[src/rtl/gb_cpu_common_pkg.sv]
// rtl/gb_cpu_common_pkg.sv - shared interrupt controller state type and dispatch vectors
package gb_cpu_common_pkg;

  typedef enum logic [1:0] {
    ST_RUN      = 2'd0,
    ST_HALT     = 2'd1,
    ST_DISPATCH = 2'd2
  } int_state_e;

  localparam logic [7:0] VEC_VBLANK = 8'h40;
  localparam logic [7:0] VEC_STAT   = 8'h48;
  localparam logic [7:0] VEC_TIMER  = 8'h50;
  localparam logic [7:0] VEC_SERIAL = 8'h58;
  localparam logic [7:0] VEC_JOYPAD = 8'h60;

  function automatic logic [7:0] vec_addr(input logic [2:0] idx);
    case (idx)
      3'd0:    return VEC_VBLANK;
      3'd1:    return VEC_STAT;
      3'd2:    return VEC_TIMER;
      3'd3:    return VEC_SERIAL;
      3'd4:    return VEC_JOYPAD;
      default: return 8'h00;
    endcase
  endfunction

endpackage

[src/rtl/gb_cpu_int_priority.sv]
// rtl/gb_cpu_int_priority.sv - lowest-index-wins encoder for the five interrupt sources
module gb_cpu_int_priority (
  input  logic [4:0] req_i,
  output logic [2:0] idx_o,
  output logic       valid_o
);

  // Scan from the top so the lowest set bit is the last (winning) assignment
  always_comb begin
    idx_o   = 3'd0;
    valid_o = 1'b0;
    for (int i = 4; i >= 0; i--) begin
      if (req_i[i]) begin
        idx_o   = 3'(i);
        valid_o = 1'b1;
      end
    end
  end

endmodule

[src/rtl/gb_cpu_interrupt_ctrl.sv]
// rtl/gb_cpu_interrupt_ctrl.sv - IE/IF registers, IME with delayed EI, HALT and dispatch sequencing
module gb_cpu_interrupt_ctrl
  import gb_cpu_common_pkg::*;
(
  input  logic       clk,
  input  logic       reset,
  input  logic [4:0] irq_req,
  input  logic       reg_wr_en,
  input  logic       reg_sel_ie,
  input  logic [7:0] reg_wdata,
  output logic [7:0] reg_rdata,
  input  logic       last_m_cycle,
  input  logic       enable_interrupts,
  input  logic       disable_interrupts,
  input  logic       write_interrupt_vector,
  input  logic       clear_interrupt_flag,
  input  logic       ei_delayed,
  input  logic       isr_cmd,
  input  logic       halt_req,
  output logic       interrupt_queued,
  output logic [7:0] int_vector,
  output logic       ime,
  output logic       halted,
  output logic       halt_bug
);

  int_state_e state_q;
  logic [7:0] ie_q, ie_d;
  logic [4:0] if_q, if_d;
  logic [4:0] sel_q, sel_d;
  logic [7:0] vec_q, vec_d;
  logic       ime_q, ime_d;
  logic       ei_pend_q, ei_pend_d;
  logic       ei_cnt_q, ei_cnt_d;
  logic       ei_promote;
  logic       halt_bug_q;
  logic [4:0] pending;
  logic [2:0] prio_idx;
  logic       prio_valid;

  assign pending = ie_q[4:0] & if_q;

  gb_cpu_int_priority u_prio (
    .req_i   (pending),
    .idx_o   (prio_idx),
    .valid_o (prio_valid)
  );

  always_comb begin
    // Peripheral requests are OR-ed in last so they survive a same-cycle write or clear
    if_d = if_q;
    if (reg_wr_en && !reg_sel_ie) if_d = reg_wdata[4:0];
    if (clear_interrupt_flag)     if_d = if_d & ~sel_q;
    if_d = if_d | irq_req;

    ie_d = (reg_wr_en && reg_sel_ie) ? reg_wdata : ie_q;

    ei_promote = 1'b0;
    ei_pend_d  = ei_pend_q;
    ei_cnt_d   = ei_cnt_q;
    if (disable_interrupts) begin
      ei_pend_d = 1'b0;
    end else if (enable_interrupts && ei_delayed) begin
      ei_pend_d = 1'b1;
      ei_cnt_d  = 1'b0;
    end else if (ei_pend_q && last_m_cycle) begin
      if (ei_cnt_q) begin
        ei_pend_d  = 1'b0;
        ei_promote = 1'b1;
      end else begin
        ei_cnt_d = 1'b1;
      end
    end

    ime_d = ime_q;
    if (disable_interrupts || clear_interrupt_flag)        ime_d = 1'b0;
    else if ((enable_interrupts && !ei_delayed) || ei_promote) ime_d = 1'b1;

    vec_d = vec_q;
    sel_d = sel_q;
    if (write_interrupt_vector) begin
      vec_d = prio_valid ? vec_addr(prio_idx) : 8'h00;
      sel_d = prio_valid ? (5'b00001 << prio_idx) : 5'b00000;
    end
  end

  always_ff @(posedge clk or negedge reset) begin
    if (!reset) begin
      state_q    <= ST_RUN;
      ie_q       <= 8'h00;
      if_q       <= 5'h00;
      sel_q      <= 5'h00;
      vec_q      <= 8'h00;
      ime_q      <= 1'b0;
      ei_pend_q  <= 1'b0;
      ei_cnt_q   <= 1'b0;
      halt_bug_q <= 1'b0;
    end else begin
      ie_q       <= ie_d;
      if_q       <= if_d;
      sel_q      <= sel_d;
      vec_q      <= vec_d;
      ime_q      <= ime_d;
      ei_pend_q  <= ei_pend_d;
      ei_cnt_q   <= ei_cnt_d;
      halt_bug_q <= 1'b0;
      case (state_q)
        ST_RUN: begin
          if (isr_cmd) begin
            state_q <= ST_DISPATCH;
          end else if (halt_req && last_m_cycle) begin
            // HALT with IME off and something pending never halts; the next fetch repeats
            if (!ime_q && |pending) halt_bug_q <= 1'b1;
            else                    state_q    <= ST_HALT;
          end
        end
        ST_HALT:     if (|pending)            state_q <= ST_RUN;
        ST_DISPATCH: if (clear_interrupt_flag) state_q <= ST_RUN;
        default:                               state_q <= ST_RUN;
      endcase
    end
  end

  assign reg_rdata        = reg_sel_ie ? ie_q : {3'b111, if_q};
  assign interrupt_queued = ime_q && (|pending) && (state_q == ST_RUN);
  assign int_vector       = vec_q;
  assign ime              = ime_q;
  assign halted           = (state_q == ST_HALT);
  assign halt_bug         = halt_bug_q;

endmodule

[config.mk]
export PLATFORM = sky130hd
export DESIGN_NAME = gb_cpu_interrupt_ctrl
export DESIGN_NICKNAME = d
export VERILOG_FILES = /design/src/rtl/gb_cpu_common_pkg.sv /design/src/rtl/gb_cpu_int_priority.sv /design/src/rtl/gb_cpu_interrupt_ctrl.sv
export SDC_FILE = /design/constraint.sdc
export NUM_CORES = 1
export LEC_CHECK = 0
export CAP_MARGIN = 20
export CORE_UTILIZATION = 45
export DETAILED_ROUTE_END_ITERATION = 8
export PLACE_DENSITY = 0.78
export SYNTH_ARGS = -nofsm -noshare
export SYNTH_HDL_FRONTEND = slang
export SYNTH_SLANG_ARGS = --single-unit
[constraint.sdc]
create_clock -name clk -period 1.4 [get_ports clk]
set_input_delay 0.21 -clock clk [delete_from_list [all_inputs] [get_ports clk]]
set_output_delay 0.21 -clock clk [all_outputs]
set_load 0.01 [all_outputs]
==> out/results.ini <==
[floorplanning]
die_x_um = 57.6
ios = 45
chipHeight_um = 57.6
initial_utilization = 0.488
core-area_mm2 = 0.00285
dieArea_mm2 = 0.00332
rows = 19

[pwr]
p_leak_nw = 1.01
powerDensity_mw_per_mm2 = 1030
vdd_ir_drop_max_v = 0.00103

[grt]
grt_pass1_wl_um = 5530
grt_pass1_vias = 1203
grt_overflow = 0
antenna_found_initial = 0
grt_max_degree = 29
grtUsageTotal = 0.221

[run_status]
failed_checks = design-rule violations, negative setup slack
status = complete, but fails checks

[detailed_routing]
drc_errors = 2
vias_per_cell = 5.25
wirelength_um = 3500
wl_per_cell_um = 15.6
detail-route-antenna-nets = 0
drt_iter0_drc = 31
vias = 1177
firstDrtPassIters = 8

[logic_synthesis]
yosysUniqueCellTypes = 35
synth-warning-count = 0
synth-adder-area-share = 0
synth.area.top_cells = dfrtp_1, mux2_2, mux2_4
synth.area.mux_share = 0.174
netlist.area_leader.share = 0.504
synth_xor_area_frac = 0
synth-compound-area-share = 0.106
synth-simple-area-share = 0.153
synth.ff_latch_count = 28
synth_top_cell_by_area = dfrtp_1
syn_avg_cell_area_um2 = 11.1
syn_area_mm2 = 0.00139
synth-async-reset-ratio = 1.00
synthCells = 125
ys_seq_area_frac = 0.504
synth_edf_count = 0
synth_top_family_by_area = multiplexers
synth_flop_cell = dfrtp_1

[worst_setup_path]
cp-startpoint = if_q[1]
r2r_slack_ns = 0.07
critical_path.top_delay_family = flip-flops
critPathKind = reg2out
critPathCapture = reg_rdata[1]
end_kind = output pin
path_depth = 4
required_ns = 1.19
critPathLaunchType = register
cp.arrival_ns = 1.39
crit-reg2reg-capture = if_q[1]
path_max_fanout = 2
crit_path_max_incr_delay_ns = 0.42
path_common_cell = buf_6
worst-path-buf-inv = 3
ff2ff_path_depth = 5
critPathSlowestCell = dfrtp_1
reg2reg_from = if_q[1]
crit_path_cell_trace = buf_4 > buf_6 > mux2_2 > buf_6

[layout]
drive_above_1_share = 0.352
fin_util = 0.748
layout_commonest_cell = dfrtp_1
diodes = 0
final-instance-count-excl-fill = 224
layout.nets = 219
mostFrequentLayoutCells = dfrtp_1, clkdlybuf4s50_1, buf_4
syn_to_final_growth_pct = 53.4

[timing]
final.setup.worst_slack_ns = -0.204
fin_setup_tns_ns = -0.763
finalClockSkew_ns = 0.00909
period_share = 1.15
hold_viol = 0
rsz0062_at_grt = true
period_minus_slack_ns = 1.60
setup_viol = 5
timing.fmax_mhz = 624
drv_slew = 0

[placed_design]
hpwl_um = 2240
preCtsSetupSlack_ns = -0.489
io_buffers = 40
dp_cells = 209
globalplace.congestion = 0.883

[cts]
htreeDepth = 1
root_buffer = clkbuf_4
path_clk_slew_ns = 0.16
cts_max_path_buffers = 2
cts_tree = yes
cts_buffers = 3
clock-sinks = 28
insertion_delay_ns = 0.33

[worst_hold_path]
min_path_type = in2async

[flow_run]
maxCapViolations = 0

## state kept, by name, summed over array words and instances, names as in the netlist
signal      count
halt_bug        1
ei_cnt_q        1
ie_q            8
state_q         2
sel_q           5
int_vector      4
if_q            5
ei_pend_q       1
ime             1
## routing by layer
metal  share of wire  routed length [um]  vias up  GRT usage
met5               0                   0        -          0
met4          0.0069                  24        0     0.0314
met3           0.043                 152        4     0.0522
met2            0.53                1840       31      0.385
met1            0.42                1480      581      0.285
li1                -                   -      561          -
## power by group
group	leakage, nW	switching (W)	internal (W)
Sequential	0.336	0.0000700	0.000907
Clock	0.0279	0.000242	0.000290
Combinational	0.645	0.000270	0.000415
Total	1.01	0.000582	0.00161
## Yosys cell counts, types with 2 or more instances
master	n
mux2_2	13
nand4_1	3
and3_1	2
dfrtp_1	28
o21ai_0	6
a21o_1	5
mux2i_1	2
a21oi_1	3
mux2_4	5
inv_1	9
nand3_1	4
nand2b_1	3
nand2_1	13
buf_4	4
nor2_1	5
## logic make-up (layout without fill, tap and decap cells)
family	Yosys count	after routing
AOI/OAI and AO/OA	21	21
buffers and inverters	16	81
DFF	28	28
muxes	20	20
other	1	4
and+or+nand+nor	39	39
## through the flow
step	power [W]	area, um^2	hold WS (ns)
5_1_grt	0.00230	2130	0.259
6_report	0.00219	2130	0.235
3_5_place_dp	0.00158	1930	0.485
2_1_floorplan	0.00126	1400	-0.0856
3_3_place_gp	0.00156	1930	0.479
4_1_cts	0.00217	2100	0.235
## how the worst min path moves through the flow
stage | startpoint | slack, ns | cells past startpoint | end
after floorplan | reset | -0.09 | 0 | ei_cnt_q
after global placement | ie_q[7] | 0.48 | 1 | ie_q[7]
after detailed placement | ie_q[7] | 0.48 | 1 | ie_q[7]
final | reset | 0.24 | 2 | int_vector[5]
after CTS | reset | 0.23 | 2 | int_vector[5]
after global routing | reset | 0.26 | 2 | sel_q[4]
## area by class of cell
| cell class | instances | area, um^2 |
|---|---|---|
| fillers | 195 | 718 |
| flip-flops and latches | 28 | 702 |
| repair buffers | 68 | 666 |
| multi-input cells | 84 | 642 |
| well taps | 31 | 38.8 |
| inverters | 9 | 33.8 |
| clock inverters | 1 | 30.0 |
| clock buffers | 3 | 22.5 |
## timing repair
action,in CTS,in global routing
gates resized for setup,53,7
gates cloned,1,0
pin swaps,3,1
hold buffers,0,0
setup endpoints to repair,16,8
buffers inserted,8,3
Power figures use the tool's default switching activity.
